[src/rtl/serial_to_parallel.sv]
// Deserializer: packs DATA_W serial bits into a word held in a
// one-entry valid/ready output register with a sticky overrun flag.
module serial_to_parallel #(
  parameter int DATA_W    = 8,
  parameter bit MSB_FIRST = 1'b1,
  localparam int CW       = $clog2(DATA_W + 1)
) (
  input  logic              clk,
  input  logic              rst_n,
  input  logic              serial_in,
  input  logic              serial_valid,
  input  logic              sync,
  output logic [DATA_W-1:0] parallel_out,
  output logic              out_valid,
  input  logic              out_ready,
  output logic [CW-1:0]     bit_cnt,
  output logic              overrun,
  input  logic              clr_ovr
);

  typedef enum logic {IDLE, RECV} state_e;

  localparam logic [CW-1:0] LAST = CW'(DATA_W - 1);

  state_e            state_q, state_d;
  logic [DATA_W-1:0] shift_q, shift_d;
  logic [CW-1:0]     cnt_q, cnt_d;
  logic [DATA_W-1:0] out_q, out_d;
  logic              vld_q, vld_d;
  logic              ovr_q, ovr_d;

  logic [DATA_W-1:0] base;
  logic [DATA_W-1:0] shifted;
  logic              last;
  logic              ovr_set;

  always_comb begin
    state_d = state_q;
    shift_d = shift_q;
    cnt_d   = cnt_q;
    out_d   = out_q;
    vld_d   = vld_q;
    ovr_d   = ovr_q;
    ovr_set = 1'b0;

    // A fresh word (idle or resync) starts from an empty register.
    base = (state_q == RECV && !sync) ? shift_q : '0;
    if (MSB_FIRST) begin
      shifted = {base[DATA_W-2:0], serial_in};
    end else begin
      shifted = {serial_in, base[DATA_W-1:1]};
    end

    last = serial_valid && !sync && (cnt_q == LAST);

    if (serial_valid) begin
      shift_d = shifted;
      cnt_d   = sync ? CW'(1) : cnt_q + CW'(1);
      state_d = RECV;
    end else if (sync) begin
      shift_d = '0;
      cnt_d   = '0;
      state_d = IDLE;
    end

    if (last) begin
      shift_d = '0;
      cnt_d   = '0;
      state_d = IDLE;
    end

    if (vld_q && out_ready) begin
      vld_d = 1'b0;
    end

    if (last) begin
      if (!vld_q || out_ready) begin
        out_d = shifted;
        vld_d = 1'b1;
      end else begin
        ovr_set = 1'b1;
      end
    end

    // Set wins over clear.
    if (clr_ovr) begin
      ovr_d = 1'b0;
    end
    if (ovr_set) begin
      ovr_d = 1'b1;
    end
  end

  always_ff @(posedge clk) begin
    if (!rst_n) begin
      state_q <= IDLE;
      shift_q <= '0;
      cnt_q   <= '0;
      out_q   <= '0;
      vld_q   <= 1'b0;
      ovr_q   <= 1'b0;
    end else begin
      state_q <= state_d;
      shift_q <= shift_d;
      cnt_q   <= cnt_d;
      out_q   <= out_d;
      vld_q   <= vld_d;
      ovr_q   <= ovr_d;
    end
  end

  assign parallel_out = out_q;
  assign out_valid    = vld_q;
  assign bit_cnt      = cnt_q;
  assign overrun      = ovr_q;

endmodule

[config.mk]
export PLATFORM = sky130hd
export DESIGN_NAME = serial_to_parallel
export DESIGN_NICKNAME = d
export VERILOG_FILES = /design/src/rtl/serial_to_parallel.sv
export SDC_FILE = /design/constraint.sdc
export NUM_CORES = 1
export LEC_CHECK = 0
export CORE_UTILIZATION = 40
export CTS_BUF_LIST = sky130_fd_sc_hd__clkbuf_2
export CTS_CLUSTER_DIAMETER = 80
export DETAILED_ROUTE_END_ITERATION = 16
export PLACE_DENSITY = 0.76
export SYNTH_ARGS = -nofsm -noshare
export SYNTH_HDL_FRONTEND = slang
export SYNTH_SLANG_ARGS = --single-unit
[constraint.sdc]
create_clock -name clk -period 2.05 [get_ports clk]
set_clock_uncertainty 0.15 [all_clocks]
set_input_delay 0.5125 -clock clk [delete_from_list [all_inputs] [get_ports clk]]
set_output_delay 0.5125 -clock clk [all_outputs]
set_load 0.02 [all_outputs]
After elaboration in Yosys (flattened, before gate mapping)
Cells that the tools add are included.
{"block": "word_totals", "reg_bits": 22, "wordCells": 35}
{"block": "classes", "addsub": 1, "n_eq_ne": 1, "mux": 15, "n_bitwise": 1, "n_reduce_logical": 11}
{"operator": "$mux 7", "count": 3}
{"operator": "$mux 4", "count": 3}
{"operator": "$mux 1", "count": 9}
{"operator": "$add 4x1->4 const B", "count": 1}
{"operator": "$eq 4x3->1 const B", "count": 1}
{"operator": "$logic_and 1x1->1", "count": 4}
{"operator": "$reduce_bool 2->1", "count": 2}
{"operator": "$logic_not 1->1", "count": 2}
{"operator": "$reduce_and 2->1", "count": 1}
{"operator": "$reduce_or 2->1", "count": 1}
{"operator": "$logic_or 1x1->1", "count": 1}
{"operator": "$not 1->1", "count": 1}

Depth between registers and ports, before layout
Gate-level depths: netlist of run 1.
{"block": "depth", "ltp_word": 5, "ltp_mapped": 4}

Worst setup path after synthesis of run 1
OpenSTA, ideal clock, no wires.
{"block": "synth_timing", "path_type": "register to register", "startpoint": "reg cnt_q[1] (netlist: bit_cnt[1])", "endpoint": "reg out_q[0] (netlist: parallel_out[0])", "setup_ns": 0.072, "arrival_time_ns": 1.453, "t_required_ns": 1.828, "path_slack_ns": 0.375, "path_stages_with_launch": 5, "synth_period_minus_slack_ns": 1.675, "path_cell_list": "dfxtp_1 -> ha_1 -> nand4b_4 -> nor3_4 -> mux2i_1"}
{"block": "synth_between", "elab_chain_len": 3}
{"element": "start, declared", "line_no": "27", "rtl": "logic [CW-1:0] cnt_q, cnt_d;"}
{"element": "start signal, assigned", "line_no": "105", "rtl": "cnt_q <= cnt_d;"}
{"element": "$eq 4x3->1", "line_no": "54", "rtl": "last = serial_valid && !sync && (cnt_q == LAST);"}
{"element": "$logic_and 1x1->1", "line_no": "54"}
{"element": "$reduce_and 2->1 (no source line)"}
{"element": "end signal, assigned", "line_no": "106", "rtl": "out_q <= out_d;"}
{"element": "end, declared", "line_no": "28", "rtl": "logic [DATA_W-1:0] out_q, out_d;"}
No other way between the ends.
A chain may end at the register's enable or synchronous reset.

Worst setup path in the final report of run 1
{"block": "layout_timing", "startpoint": "reg cnt_q[2] (netlist: bit_cnt[2])", "endpoint": "out bit_cnt[2]"}
{"element": "end, declared", "line_no": "16", "rtl": "output logic [CW-1:0] bit_cnt,"}
No word-level cell between the ends.

==> results of run 1 <==
-- worst max path at each step --
stage,start,endpoint,slack [ps],cells after the start
after floorplan,bit_cnt[1],parallel_out[0],380,4
after global placement,serial_valid,parallel_out[5],100,5
after detailed placement,serial_valid,shift_q[5],30,5
after CTS,bit_cnt[1],bit_cnt[1],6,1
after global routing,bit_cnt[2],bit_cnt[2],4,1
final,bit_cnt[2],bit_cnt[2],70,1
-- registers in the layout (all words and copies together), names as in the netlist --
| name | cells |
|---|---|
| state_q | 1 |
| overrun | 1 |
| parallel_out | 8 |
| shift_q | 7 |
| bit_cnt | 4 |
| out_valid | 1 |
-- logic make-up after synthesis --
family / after synthesis / share of synthesized area [%]
flops: 22 / 49.02
xor+xnor: 3 / 2.925
fa+ha+maj: 1 / 1.393
mux: 9 / 10.03
simple gates: 46 / 27.58
compound gates: 11 / 6.825
buf+inv: 5 / 2.227
-- area by class of cell --
cell class	count	area share, %
sequential	22	36.36
multi-input combinational	70	36.16
timing repair buffer	24	20.66
tap	27	2.789
clock inverter	1	2.479
clock buffer	3	1.240
inverter	1	0.3099
-- through the flow --
| step | cells | total power, W | area [um2] |
|---|---|---|---|
| after floorplan | 97 | 0.0004688 | 898.4 |
| after global placement | 144 | 0.0004949 | 1159 |
| after detailed placement | 144 | 0.0004960 | 1159 |
| after CTS | 148 | 0.0007995 | 1201 |
| after global routing | 148 | 0.0008214 | 1211 |
| final | 148 | 0.0007943 | 1211 |
-- report_power, final --
group	switching (W)	internal, W	leakage (nW)	total (W)
logic	0.0000274	0.0000228	0.327	0.0000502
registers	0.00000407	0.000433	0.178	0.000437
clock network	0.000139	0.000168	0.0266	0.000307
-- what timing repair did --
| item | CTS | global route |
|---|---|---|
| cloned | 0 | 0 |
| setup endpoints to repair | 2 | 4 |
| endpoints found under the hold margin | 0 | 0 |
| gates resized for setup | 2 | 4 |
| pin swaps | 0 | 0 |
-- routing by layer --
layer	track usage (%)	wire length, um	up-vias
li1	-	-	373
met1	21.11	814	332
met2	26.71	883	19
met3	4.050	77	6
met4	9.048	35	0
met5	0	0	-
-- layout by cell type (no fill, tap or decap) --
cell and count:
a21oi_1 8, and3b_1 2, nand4_1 1, nor2_1 12
bufinv_16 1, nor3b_1 1, o21ai_0 1, xnor2_1 2
clkdlybuf4s50_1 14, dlymetal6s2s_1 4, xor2_1 1, dlygate4sd2_1 2
mux2i_1 9, nor3_4 1, and2_0 1, and3_1 1
buf_4 3, nand4b_4 1, inv_1 1, ha_1 1
nor2b_1 8, nand3_1 1, buf_12 1, a31o_2 1
o21a_1 1, dfxtp_1 22, clkbuf_2 3, nand2_1 17
==> out/metrics.sh, run 1 <==
POSTLAYOUTCOREUTIL_PCT=59.31
SETUP_REPAIR_AFTER_GLOBAL_ROUTING_MISSED_ITS_MARGIN='false'
KIND_OF_END_POINT_OF_THE_CRITICAL_PATH='output port'
WORST_REL_SLEW_SLACK_PCT=79.04
GRT_ANTENNA_BEFORE_REPAIR=0
SYN-INSTANCE-COUNT=97
DIODES=0
POWER.LEAKAGE_nW=0.5316
CTS_TREE='done'
START_UTIL_PCT=44.00
WORST_SETUP_SLACK_AFTER_PLACEMENT_PS=32.54
DRT_DRC_VIOLATIONS_LEFT=0
SYN-MEAN-INSTANCE-AREA_UM2=9.261
FINAL_HOLD_SLACK_PS=322.1
POST_SYNTH_NUM_CELL_TYPES=23
ROUTE.FINAL.WIRE_LENGTH_UM=1810
CRITICAL_PATH_REQUIRED_PS=1390
CP_CELL_SEQUENCE='clkdlybuf4s50_1'
CTS-HTREE-LEVELS=1
CLOCK_SINK_COUNT=22
CP.ARRIVAL_PS=1310
WIRE_PER_INST_UM=12.23
WORST_SLEW_PIN_SLEW_PS=311.2
FINALWORSTSETUPSLACK_PS=72.75
CRIT-REG2REG-LAUNCH='bit_cnt[0]'
SYNTH_FP_NETS=105
FLOORPLAN.DIE_AREA_UM2=2439
TIMING.CRITICAL_PATH.FANOUT_MAX=2
MULTI_INPUT_AREA_UM2=437.9
YOSYSMOSTFREQUENTCELL='dfxtp_1'
CLOCK_BUFFERS_CREATED_BY_TRITONCTS=3
AREA_DELTA_SYNTH_FINAL_PCT=34.82
LAYOUT.FILLER_CELLS=191
WORST_HOLD_PATH_TYPE='flop to flop'
SYNTH_ENABLE_FLOP_CELLS=0
SHARE_OF_ASYNC_SETTABLE_OR_ASYNC_RESETTABLE_FLOPS_AFTER_SYNTHESIS_PCT=0
FINALHOLDVIOLATIONS=0
MAXCAPVIOLATIONS=0
CLKSLEWWORSTSETUPHOLDPATHS_PS=220
REGTOREGENDPOINT='parallel_out[4]'
GRT_OVERFLOW=0
CTS-ROOT-TO-SINK-BUFFERS=2
GRT_USE_TOTAL_PCT=16.91
DIE_WIDTH_UM=49.39
CELLPOWERDENSITY_nW_PER_UM2=655.8
SYN-CELL-AREA_UM2=898.4
PORT_BUFFERS=20
CLOCK.FMAX_MHz=505.8
WORSTSETUPPATHTYPE='flop to output port'
SYNTH_TOP_CELL_AREA_SHARE_PCT=49.03
TIMING.CRITICAL_PATH.SLOWEST_STAGE_CELL='clkdlybuf4s50_1'
GRT_PASS1_WL_UM=3105
WORST_PATH_DOMINANT_CELL_FAMILY='buffers and inverters'
ROOT_BUFFER='clkbuf_2'
SYNTH_AREA_LEADER_CELL='dfxtp_1'
DRIVE_ABOVE_1_SHARE_PCT=9.091
OUTCOME='finished, final reports clean'
FIRST_GLOBAL_VIAS=670
ANTENNA_VIOLATING_NETS_POST_ROUTE=0
PLACE_CONGESTION=0.7912
VIAS=730
CTS_HOLD_BUF=0
DRT-PASS1-ITER-COUNT=4
CORE-AREA_UM2=2042
CRIT_PATH_MAX_INCR_DELAY_PS=600
ROWS=16
SEQ_AREA_UM2=440.4
PIN_COUNT=21
GRT_START_MAX_NET_PINS=15
CLK_LATENCY_PS=340
HOLD-PATH-CELL-COUNT=2
VDD_DROP_MAX_mV=0.5020
POSTCTSSETUPBUFFERS=0
WORST_HOLD_STARTPOINT='parallel_out[2]'
VIAS_PER_CELL=4.932
MIN_TO='parallel_out[2]'
TIMING.REG2REG.WORST_PATH_DEPTH=5
DIE_H_UM=49.39
POST-ROUTE-PERIOD-UTIL_PCT=96.45
PLACE.DETAILED.HPWL_UM=1268
SYNTHESIS.YOSYS.WARNINGS=0
SETUP_TNS_PS=0
POST-ROUTE-MIN-PERIOD_PS=1977
YS_TOP_CELLS_BY_COUNT='22 x dfxtp_1, 17 x nand2_1, 12 x nor2_1'
CP_NUM_BUF_INV=1
INITIALDRTVIOLATIONCOUNT=12
WORSTSETUPSTARTPOINTTYPE='flop'
FINAL_NETS=130
SYNTH.YOSYS.SEQ_AREA_SHARE_PCT=49.03
SYNTH.TOP_CELLS.BY_AREA='dfxtp_1 49%, mux2i_1 10%, nand2_1 7.1%'
REGTOREGSETUPSLACK_PS=510
YS_FF_LATCH=22
TIMING_MAX_TRANSITION_VIOLATIONS_FINAL=0
YS.FLOP_TYPE='dfxtp_1'
FINAL-SETUP-VIOL-COUNT=0
Note: power is estimated with default switching activity, not from simulation.
==> run 2: changes to the inputs <==
==> constraint.sdc (replaced) <==
create_clock -name clk -period 2 [get_ports clk]
set_clock_uncertainty 0.15 [all_clocks]
set_input_delay 0.5 -clock clk [delete_from_list [all_inputs] [get_ports clk]]
set_output_delay 0.5 -clock clk [all_outputs]
set_load 0.02 [all_outputs]
==> run 2 against run 1 <==
- via count rose by 2.6%
- global-route usage rose by 0.39 points
- first-iteration DRC count fell by 83%
- largest power group unchanged
- highest routed layer unchanged
==> out/metrics.sh, run 2 (synthesis gave the netlist of run 1 again) <==
HOLD-PATH-CELL-COUNT=2
PIN_COUNT=21
DP.CELLS=146
CLKSLEWWORSTSETUPHOLDPATHS_PS=210
CRIT-REG2REG-LAUNCH='bit_cnt[0]'
VDD_DROP_MAX_mV=0.4118
LARGEST_REGISTER_FF_COUNT=8
ROWS=16
DIE_H_UM=49.39
CORE-AREA_UM2=2042
GR-MAX-USAGE-LAYER='met2'
WORST_SLEW_PIN_SLEW_PS=319.5
POWER.LEAKAGE_nW=0.6785
SETUP_TNS_PS=0
GRT_START_MAX_NET_PINS=14
PORT_BUFFERS=20
CTS-ROOT-TO-SINK-BUFFERS=2
GRT_OVERFLOW=0
ANTENNA_VIOLATING_NETS_POST_ROUTE=0
VIAS_PER_CELL=4.993
CTS_HOLD_BUF=0
CTS-HTREE-LEVELS=1
GRT_USE_TOTAL_PCT=17.30
CTS_TREE='done'
DRT_DRC_VIOLATIONS_LEFT=0
ROOT_BUFFER='clkbuf_2'
DIODES=0
FINAL_NETS=132
CP-STARTPOINT='bit_cnt[0]'
TIMING.CRITICAL_PATH.SLOWEST_STAGE_CELL='dfxtp_1'
WORSTSETUPPATHTYPE='flop to output port'
CP_NUM_BUF_INV=1
PLACE_CONGESTION=0.7421
CP_CELL_SEQUENCE='dlygate4sd2_1'
FINAL-SETUP-VIOL-COUNT=0
DRT-PASS1-ITER-COUNT=4
TIMING.CRITICAL_PATH.FANOUT_MAX=4
CLOCK.FMAX_MHz=568.9
GR-USAGE-MET1_PCT=20.92
MIN_TO='parallel_out[4]'
CLK_LATENCY_PS=330
WORSTSETUPSTARTPOINTTYPE='flop'
PLACE.DETAILED.HPWL_UM=1283
DRIVE_ABOVE_1_SHARE_PCT=10.57
REGTOREGSETUPSLACK_PS=410
MAXCAPVIOLATIONS=0
FLOORPLAN.DIE_AREA_UM2=2439
VIAS=749
POST-ROUTE-MIN-PERIOD_PS=1758
LAYOUT_COMMONEST_CELL='dfxtp_1'
ROUTE.FINAL.WIRE_LENGTH_UM=1829
WIRE_PER_INST_UM=12.19
CELLPOWERDENSITY_nW_PER_UM2=649.3
CRIT_PATH_MAX_INCR_DELAY_PS=420
GRT_UTIL_MET2_PCT=29.91
INITIALDRTVIOLATIONCOUNT=2
WORST_HOLD_PATH_TYPE='flop to flop'
AREA_DELTA_SYNTH_FINAL_PCT=38.30
CLOCK_BUFFERS_CREATED_BY_TRITONCTS=3
TIMING_MAX_TRANSITION_VIOLATIONS_FINAL=0
CP.ARRIVAL_PS=1110
KIND_OF_END_POINT_OF_THE_CRITICAL_PATH='output port'
WORST_PATH_DOMINANT_CELL_FAMILY='flip-flops'
CRITICAL_PATH_REQUIRED_PS=1350
FINISH.CELL_COUNT_WITHOUT_FILLERS=150
WORST_HOLD_STARTPOINT='parallel_out[4]'
GRT_PASS1_WL_UM=3256
FINALHOLDVIOLATIONS=0
SETUP_REPAIR_AFTER_GLOBAL_ROUTING_MISSED_ITS_MARGIN='false'
START_UTIL_PCT=44.00
REGTOREGENDPOINT='parallel_out[2]'
FIRST_GLOBAL_VIAS=753
WORST_REL_SLEW_SLACK_PCT=78.48
FINAL_CELL_MIX='22 x dfxtp_1, 17 x nand2_1, 12 x nor2_1'
POST-ROUTE-PERIOD-UTIL_PCT=87.89
OUTCOME='finished, final reports clean'
CLOCK_SINK_COUNT=22
GRTUSAGEMET3_PCT=3.115
DIE_WIDTH_UM=49.39
GRT_ANTENNA_BEFORE_REPAIR=0
TIMING.REG2REG.WORST_PATH_DEPTH=5
==> run 2: changes by cell type in the layout (fill, tap and decap cells not counted), sizes merged <==
cell,delta
dlygate4sd2,+1
clkdlybuf4s50,-8
dlymetal6s2s,+7
buf,+2
==> run 2: how the worst max path moves through the flow <==
| stage | endpoint | slack (ps) | cells past startpoint |
|---|---|---|---|
| after global routing | bit_cnt[0] | 170 | 1 |
| after CTS | parallel_out[3] | 30 | 1 |
| after global placement | shift_q[3] | 70 | 5 |
| after floorplan | parallel_out[0] | 330 | 4 |
| final | bit_cnt[0] | 240 | 1 |
| after detailed placement | shift_q[5] | 7 | 5 |
==> run 2: routing by layer <==
metal	up-vias	part of all wire (%)
met2	22	49
met4	0	2.5
met3	7	4.3
met1	346	45
met5	-	0
li1	374	-
==> run 2: timing repair <==
item                       CTS  global route
setup buffers                0             0
gates resized for setup      3            11
setup endpoints to repair    3            11
==> run 2: worst min-delay path: stages, from the launching register on <==
cell,delay [ps]
dfxtp_1,350
nand2_1,50
mux2i_1,50
==> run 2: final cells by class <==
cell class	instances	area (um2)
fill	188	799.5
sequential	22	440.4
multi-input combinational	70	437.9
timing repair buffer	26	281.5
tap	27	33.78
clock inverter	1	30.03
clock buffer	3	15.01
inverter	1	3.754
==> run 2: stage by stage <==
stage / hold WS, ps / utilization, % / setup WS (ps) / total power [W] / instance area [um2]
after floorplan: 283.5 / - / 325.4 / 0.0004805 / 898.4
after global placement: 296.1 / 57.48 / 68.14 / 0.0005090 / 1174
after detailed placement: 299.0 / 57.48 / 7.076 / 0.0005108 / 1174
after CTS: 321.8 / 59.50 / 26.14 / 0.0008120 / 1215
after global routing: 347.8 / 60.85 / 169.7 / 0.0008406 / 1242
final: 314.5 / 60.85 / 242.2 / 0.0008068 / 1242
==> run 2: where the power goes <==
part	switching, W	total (W)	internal, W	leakage, nW
sequential	0.00000407	0.000448	0.000444	0.178
combinational	0.0000283	0.0000526	0.0000243	0.474
clock	0.000134	0.000306	0.000172	0.0266
total	0.000166	0.000807	0.000641	0.678
==> run 3: changes to the inputs <==
--- a/config.mk
+++ b/config.mk
@@ -7,9 +7,11 @@
 export LEC_CHECK = 0
 export CORE_UTILIZATION = 40
 export CTS_BUF_LIST = sky130_fd_sc_hd__clkbuf_2
-export CTS_CLUSTER_DIAMETER = 80
+export CTS_CLUSTER_DIAMETER = 30
+export CTS_CLUSTER_SIZE = 40
 export DETAILED_ROUTE_END_ITERATION = 16
 export PLACE_DENSITY = 0.76
+export RECOVER_POWER = 100
 export SYNTH_ARGS = -nofsm -noshare
 export SYNTH_HDL_FRONTEND = slang
 export SYNTH_SLANG_ARGS = --single-unit
==> run 3 against run 2 <==
- via count fell by 1.6%
- combinational power is 4.2% lower
- clock power hardly changed
- die area is the same
- largest power group unchanged
- highest routed layer unchanged
==> out/metrics.sh, run 3 (synthesis gave the netlist of run 1 again) <==
OUTCOME='finished, final reports clean'
SETUP_TNS_PS=0
AREA_DELTA_SYNTH_FINAL_PCT=24.23
POWER.LEAKAGE_nW=0.4216
P_CLK_SHARE_PCT=38.0
FIRST_GLOBAL_VIAS=753
FINISH.CELL_COUNT_WITHOUT_FILLERS=150
PORT_BUFFERS=20
CLOCK.FMAX_MHz=552.9
DRT_DRC_VIOLATIONS_LEFT=0
PLACE_CONGESTION=0.7421
VIAS=737
DIODES=0
CLKSLEWWORSTSETUPHOLDPATHS_PS=190
CLOCK_BUFFERS_CREATED_BY_TRITONCTS=3
CORE-AREA_UM2=2042
WIRE_PER_INST_UM=12.18
STDCELL_AREA_UM2=1116
POWER.NET_SWITCHING_W=0.0001647
VDD_DROP_MAX_mV=0.4082
MAXCAPVIOLATIONS=0
GRT_PASS1_WL_UM=3256
GRT_START_MAX_NET_PINS=14
CTS_HOLD_BUF=0
CP.ARRIVAL_PS=1920
DRIVE_ABOVE_1_SHARE_PCT=8.130
WORSTSETUPPATHTYPE='input port to flop'
TIMING.CRITICAL_PATH.SLOWEST_STAGE_CELL='clkdlybuf4s50_1'
HOLD-PATH-CELL-COUNT=2
WORST_PATH_DOMINANT_CELL_FAMILY='buffers and inverters'
START_UTIL_PCT=44.00
INITIALDRTVIOLATIONCOUNT=3
GR-USAGE-MET1_PCT=20.92
POST-ROUTE-MIN-PERIOD_PS=1809
CRITICAL_PATH_REQUIRED_PS=2110
ANTENNA_VIOLATING_NETS_POST_ROUTE=0
DIE_WIDTH_UM=49.39
FINAL_NETS=132
INTERNAL_POWER_W=0.0006396
WORST_SLEW_PIN_SLEW_PS=409.8
FINALHOLDVIOLATIONS=0
SHARE_SEQ_OF_TOTAL_POWER_PCT=55.7
GRT_ANTENNA_BEFORE_REPAIR=0
SETUP_REPAIR_AFTER_GLOBAL_ROUTING_MISSED_ITS_MARGIN='false'
SHARE_COMB_OF_TOTAL_POWER_PCT=6.3
CTS_TREE='done'
KIND_OF_END_POINT_OF_THE_CRITICAL_PATH='flop'
DRT-PASS1-ITER-COUNT=4
NETSWITCHINGFRACTION_PCT=20.48
CP_CELL_SEQUENCE='clkdlybuf4s50_1 > nand4b_1 > nor3_1 > buf_12 > mux2i_1'
ROUTE.FINAL.WIRE_LENGTH_UM=1827
CTS-ROOT-TO-SINK-BUFFERS=2
FLOORPLAN.DIE_AREA_UM2=2439
TIMING_MAX_TRANSITION_VIOLATIONS_FINAL=0
CELLPOWERDENSITY_nW_PER_UM2=720.6
CLOCK_SINK_COUNT=22
WORST-PATH-STAGES=5
LARGEST_REGISTER_FF_COUNT=8
CTS-HTREE-LEVELS=1
PIN_COUNT=21
FINAL_CELL_MIX='22 x dfxtp_1, 17 x nand2_1, 12 x nor2_1, 12 x clkbuf_1, 9 x mux2i_1'
POSTLAYOUTCOREUTIL_PCT=54.66
DP.CELLS=146
CRIT_PATH_MAX_INCR_DELAY_PS=490
TIMING.CRITICAL_PATH.FANOUT_MAX=8
WORST_HOLD_PATH_TYPE='flop to flop'
FINAL-SETUP-VIOL-COUNT=0
PLACED_CELL_AREA_UM2=1174
GRT_UTIL_MET2_PCT=29.91
ROOT_BUFFER='clkbuf_2'
TIMING.REG2REG.WORST_PATH_DEPTH=5
DIE_H_UM=49.39
CP_NUM_BUF_INV=2
POWER.TOTAL_W=0.0008043
WORST_REL_SLEW_SLACK_PCT=72.68
POST-ROUTE-PERIOD-UTIL_PCT=90.43
ROWS=16
PLACE.DETAILED.HPWL_UM=1283
WORSTSETUPSTARTPOINTTYPE='input port'
CLK_LATENCY_PS=330
GR-MAX-USAGE-LAYER='met2'
GRT_USE_TOTAL_PCT=17.30
GRT_OVERFLOW=0
VIAS_PER_CELL=4.913
GRTUSAGEMET3_PCT=3.115
LAYOUT_COMMONEST_CELL='dfxtp_1'
-- run 3: cell types whose count changed in the layout (fill, tap and decap cells not counted), sizes merged --
cell          change
clkbuf           +12
buf               -1
dlymetal6s2s     -11
-- run 3: final timing paths --
| check | start | slack (ps) | end |
|---|---|---|---|
| setup / recovery | serial_valid | 190 | parallel_out[2] |
| hold / removal | parallel_out[4] | 320 | parallel_out[4] |
| setup reg to reg | bit_cnt[0] | 260 | parallel_out[2] |
| hold reg to reg | parallel_out[4] | 320 | parallel_out[4] |
-- run 3: final cells by class --
class	instances	area [um2]
fill	215	925.9
sequential	22	440.4
multi-input combinational	70	411.6
timing repair buffer	26	181.4
tap	27	33.78
clock inverter	1	30.03
clock buffer	3	15.01
inverter	1	3.754
-- run 3: metal layers --
layer / wire [um] / share of wire, %
met5: 0 / 0
met4: 45 / 2.5
met3: 78 / 4.3
met2: 890 / 49
met1: 812 / 44
-- run 3: worst min-delay path: stages (launching register included) --
cell	delay (ps)
dfxtp_1	350
nand2_1	50
mux2i_1	50
-- run 3: metrics by stage --
| stage | hold WS (ps) | setup WS, ps |
|---|---|---|
| floorplan | 283.5 | 325.4 |
| global placement | 296.1 | 68.14 |
| detailed placement | 299.0 | 7.076 |
| CTS | 321.8 | 26.14 |
| global route | 349.7 | 93.93 |
| finish | 317.7 | 191.5 |
-- run 3: power groups by stage --
| stage | Clock, W | Combinational [W] | Sequential (W) |
|---|---|---|---|
| after detailed placement | 0 | 0.0000542 | 0.000457 |
| after global routing | 0.000334 | 0.0000554 | 0.000449 |
| after CTS | 0.000311 | 0.0000529 | 0.000448 |
| final | 0.000306 | 0.0000504 | 0.000448 |
| after floorplan | 0 | 0.0000222 | 0.000458 |
| after global placement | 0 | 0.0000526 | 0.000456 |
-- run 3: what timing repair did --
| action | in CTS | in global routing |
|---|---|---|
| gates resized for setup | 3 | 11 |
| endpoints found under the setup margin | 3 | 11 |
| hold endpoints to repair | 0 | 0 |
| buffers inserted | 0 | 0 |
==> RTL change 1 (flow settings as in run 1) <==
Change the parameter `DATA_W` from 8 to 16.
--- a/src/rtl/serial_to_parallel.sv
+++ b/src/rtl/serial_to_parallel.sv
@@ -1,7 +1,7 @@
 // Deserializer: packs DATA_W serial bits into a word held in a
 // one-entry valid/ready output register with a sticky overrun flag.
 module serial_to_parallel #(
-  parameter int DATA_W    = 8,
+  parameter int DATA_W    = 16,
   parameter bit MSB_FIRST = 1'b1,
   localparam int CW       = $clog2(DATA_W + 1)
 ) (
Interface: changed (resized bit_cnt and parallel_out); port bits go from 21 to 30. The function was not compared with the original's and may differ.
==> RTL change 1 against run 1 <==
  * Synthesized area is 80% higher
  * Global-route usage is 1.1 points lower
  * Total power is 49% higher
  * Die area is 76% higher
  * Cell count is 74% higher
  * Utilization is 5.2 points lower
  * Sequential cell count is 17 higher
  * Final area is 68% higher
  * Wire length is 72% higher
  * Worst setup slack better by 60 ps
  * Critical path type is now register to register
  * Critical endpoint is now parallel_out[7]$_SDFFE_PN0P_
  * Largest cell class unchanged
==> RTL change 1: results (changes against run 1) <==
| Metric | Value |
|---|---|
| Run status | finished clean |
| VDD IR max | 0.259 mV (-48%) |
| Max-slew headroom | 71.3% (-7.7 points) |
| Multi-input gate area | 729 um2 (+67%) |
| DP Worst Slack | 36.9 ps (+4.36 ps) |
| Largest stage delay, worst path | 410 ps (-190 ps) |
| Top post-synthesis cells by area | dfxtp_1 (48%), mux2i_1 (11%), nand2_1 (8.1%) |
| Global Route met3 Usage | 4.69% (+0.64 points) |
| Worst hold slack | 316 ps (-5.82 ps) |
| Global-route wire length before repair | 4890 um (+57%) |
| Post-DP HPWL | 2120 um (+67%) |
| Post-synthesis mux area share | 10.5% (+0.51 points) |
| Post-Synth Adder-Cell Area | 1.55% (+0.16 points) |
| Ratio of cells with drive above 1 in the final layout | 9.52% (+0.43 points) |
| Port buffer count | 29 (+45%) |
| Vias in the first global route | 1120 (+67%) |
| Avg WL per Cell | 12.0 um (-1.5%) |
| GR Util met1 | 16.9% (-4.2 points) |
| Worst EP arrival | 2080 ps (+770 ps) |
| Crit-path leading delay family | adder cells |
| Clk pin slew, worst setup/hold paths | 180 ps (-40 ps) |
| Placed Instances | 250 (+74%) |
| DRT iter0 DRCs | 36 (+24) |
| CTS buffer count | 5 (+2) |
| Min-delay src | parallel_out[12]$_SDFFE_PN0P_ |
| Leak | 1.03 nW (+94%) |
| R2R Setup Slk | 130 ps (-380 ps) |
-- RTL change 1: power breakdown --
group	total, mW	internal [mW]	switching (mW)
Clock	0.332	0.0932	0.239
Combinational	0.0794	0.0383	0.0411
Sequential	0.769	0.764	0.00463
Total	1.18	0.895	0.285
-- RTL change 1: timing repair --
action | 4_1_cts | 5_1_grt
pin swaps | 0 | 0
gates cloned | 0 | 0
resized for setup | 8 | 15
buffers inserted | 0 | 0
setup endpoints to repair | 8 | 15
-- RTL change 1: worst paths after layout --
check             depth (start not counted)                             to
hold / removal                            2  parallel_out[12]$_SDFFE_PN0P_
setup / recovery                          7   parallel_out[7]$_SDFFE_PN0P_
hold reg to reg                           2  parallel_out[12]$_SDFFE_PN0P_
setup reg to reg                          7   parallel_out[7]$_SDFFE_PN0P_
-- RTL change 1: area by class of cell --
class                      instances  share of cell area, %
clock buffer                       7                   1.72
clock inverter                     1                  0.245
inverter                           2                  0.368
multi-input combinational        123                   35.7
sequential                        39                   38.3
tap                               48                   2.94
timing repair buffer              38                   20.7
==> RTL change 2 (config.mk and constraints of run 1) <==
Without the edit above. Compare `cnt_q` against `LAST` with >= in place of ==.
--- a/src/rtl/serial_to_parallel.sv
+++ b/src/rtl/serial_to_parallel.sv
@@ -51,7 +51,7 @@
       shifted = {serial_in, base[DATA_W-1:1]};
     end
 
-    last = serial_valid && !sync && (cnt_q == LAST);
+    last = serial_valid && !sync && (cnt_q >= LAST);
 
     if (serial_valid) begin
       shift_d = shifted;
Function: same outputs for any inputs over 10 cycles, from zero or initial values and one cycle with rst_n low; that may be too few to reach the edited logic, so the function may still have changed.
==> RTL change 2 against run 1 <==
  * Combinational power is 3% higher
  * Synthesized cell count stayed put
  * Utilization hardly changed
  * Final area is 0.93% lower
  * Count of clock-buffer cells in the layout stayed put
  * Via count is 0.27% higher
  * Wire length is 5.3% lower
  * Sequential power hardly changed
  * Sequential cell count stayed put
  * Synthesized area is 0.42% lower
  * Worst setup slack better by 13 ps
  * Total power is 0.53% lower
==> RTL change 2: results (changes against run 1) <==
| Metric | Value |
|---|---|
| DP Area | 1150 um2 (-0.76%) |
| VDD IR max | 0.447 mV (-11%) |
| P_seq | 437 uW (about the same) |
| Origin of the critical flop-to-flop path | bit_cnt[0]$_SDFFE_PP0P_ |
| Vias/cell | 4.98 (+0.96%) |
| Ys Warns | 0 (unchanged) |
| Combinational share of power | 6.5% (+0.2 points) |
| Critical path startpoint | overrun$_SDFFE_PN0P_ |
| Max-slew headroom | 75.6% (-3.4 points) |
| Post-synthesis instance total | 97 (unchanged) |
| Pin count of the biggest net entering global routing | 14 (-1) |
| Post-synthesis sequential area ratio | 49.2% (+0.21 points) |
| Most used DFF post-synth | dfxtp_1 |
| DP Worst Slack | 74.7 ps (+42.1 ps) |
| Syn nets | 105 (unchanged) |
| Worst EP arrival | 1300 ps |
| Final std cells w/o fill | 147 (-0.68%) |
| Run status | finished clean |
| Power Combinational | 51.7 uW (+3%) |
| Ratio of cells with drive above 1 in the final layout | 10.0% (+0.91 points) |
| Max clock buf depth | 2 (unchanged) |
| Crit path max-delay cell type | clkdlybuf4s50_1 |
| Synth top cells by count | dfxtp_1 (22), nand2_1 (18), nor2_1 (12) |
| Multi-input gate area | 418 um2 (-4.6%) |
| Placed Instances | 143 (-0.69%) |
| Ys async rst share | 0% (unchanged) |
| Top post-synthesis cells by area | dfxtp_1 (49%), mux2i_1 (10%), nand2_1 (7.6%) |
| CTS buffer count | 3 (unchanged) |
| Global-route wire length before repair | 2880 um (-7.3%) |
| Pre-Repair DR Iteration Count | 4 (unchanged) |
| Initial antenna violation count | 0 (unchanged) |
| Leak | 0.511 nW (-3.9%) |
| Gpl congestion | 0.749 (-5.3%) |
| Clk pin slew, worst setup/hold paths | 220 ps (about the same) |
| Clock Latency Late Sink | 330 ps |
| Avg WL per Cell | 11.7 um (-4.7%) |
| Post-cts resize count | 4 (+2) |
| H-tree levels | 1 (unchanged) |
| Crit-path leading delay family | buffers and inverters |
| Post-CTS Hold Fix Bufs | 0 (unchanged) |
| Max FFs per register | 8 (unchanged) |
| Largest stage delay, worst path | 610 ps |
| Synth unique cells | 25 (+8.7%) |
| Min-delay src | parallel_out[7]$_SDFFE_PN0P_ |
| Vias in the first global route | 717 (+7.0%) |
| HP Class | register to register |
| Clk root buf | clkbuf_2 |
| Port buffer count | 20 (unchanged) |
| P_sw | 165 uW (-3.2%) |
| DRT iter0 DRCs | 14 (+2) |
| GRT Util Overall | 15.4% (-1.5 points) |
| Final net count | 129 (-0.77%) |
| FILL cells | 196 (+2.6%) |
| Max FO, Critical Path | 2 (unchanged) |
| # Post-CTS Setup Buffers | 0 (unchanged) |
## RTL change 2: cell count changes after synthesis, sizes merged, moves of 3 or more
cell,delta
a21oi,-6
a22oi,+6
inv,+3
nor2b,-6
## RTL change 2: layout make-up
| cell class | count | share of cell area [%] |
|---|---|---|
| sequential | 22 | 36.7 |
| multi-input combinational | 66 | 34.8 |
| timing repair buffer | 24 | 20.6 |
| tap | 27 | 2.82 |
| clock inverter | 1 | 2.50 |
| clock buffer | 3 | 1.25 |
| inverter | 4 | 1.25 |
## RTL change 2: worst reg2reg max path, stage by stage (launching register included)
cell and delay (ps):
dfxtp_1 440, ha_1 210, a21oi_2 120, nor3_4 230, buf_12 150, mux2i_1 190
## RTL change 2: layer usage
layer	up-vias	GRT usage [%]	part of all wire, %
li1	372	-	-
met5	-	0	0
met1	335	15.5	43
met3	3	2.80	4.0
met2	22	31.1	52
met4	0	4.41	1.2
## RTL change 2: kinds of logic (layout without fill, tap and decap cells)
family / after synthesis / after routing / synth area share [%]
XOR/XNOR: 2 / 2 / 1.96
AO/OA/AOI/OAI: 14 / 14 / 12.2
AND/OR/NAND/NOR: 40 / 40 / 21.1
flip-flops: 22 / 22 / 49.2
buffers and inverters: 9 / 32 / 4.06
multiplexers: 9 / 9 / 10.1
adder cells (fa/ha/maj): 1 / 1 / 1.40
## RTL change 2: path summary, 6_finish.rpt
check | endpoint | slack [ps] | cells past startpoint
worst min register to register | parallel_out[7]$_SDFFE_PN0P_ | 320 | 2
worst max register to register | parallel_out[1]$_SDFFE_PN0P_ | 500 | 5
worst max-delay path | overrun | 90 | 1
worst min-delay path | parallel_out[7]$_SDFFE_PN0P_ | 320 | 2
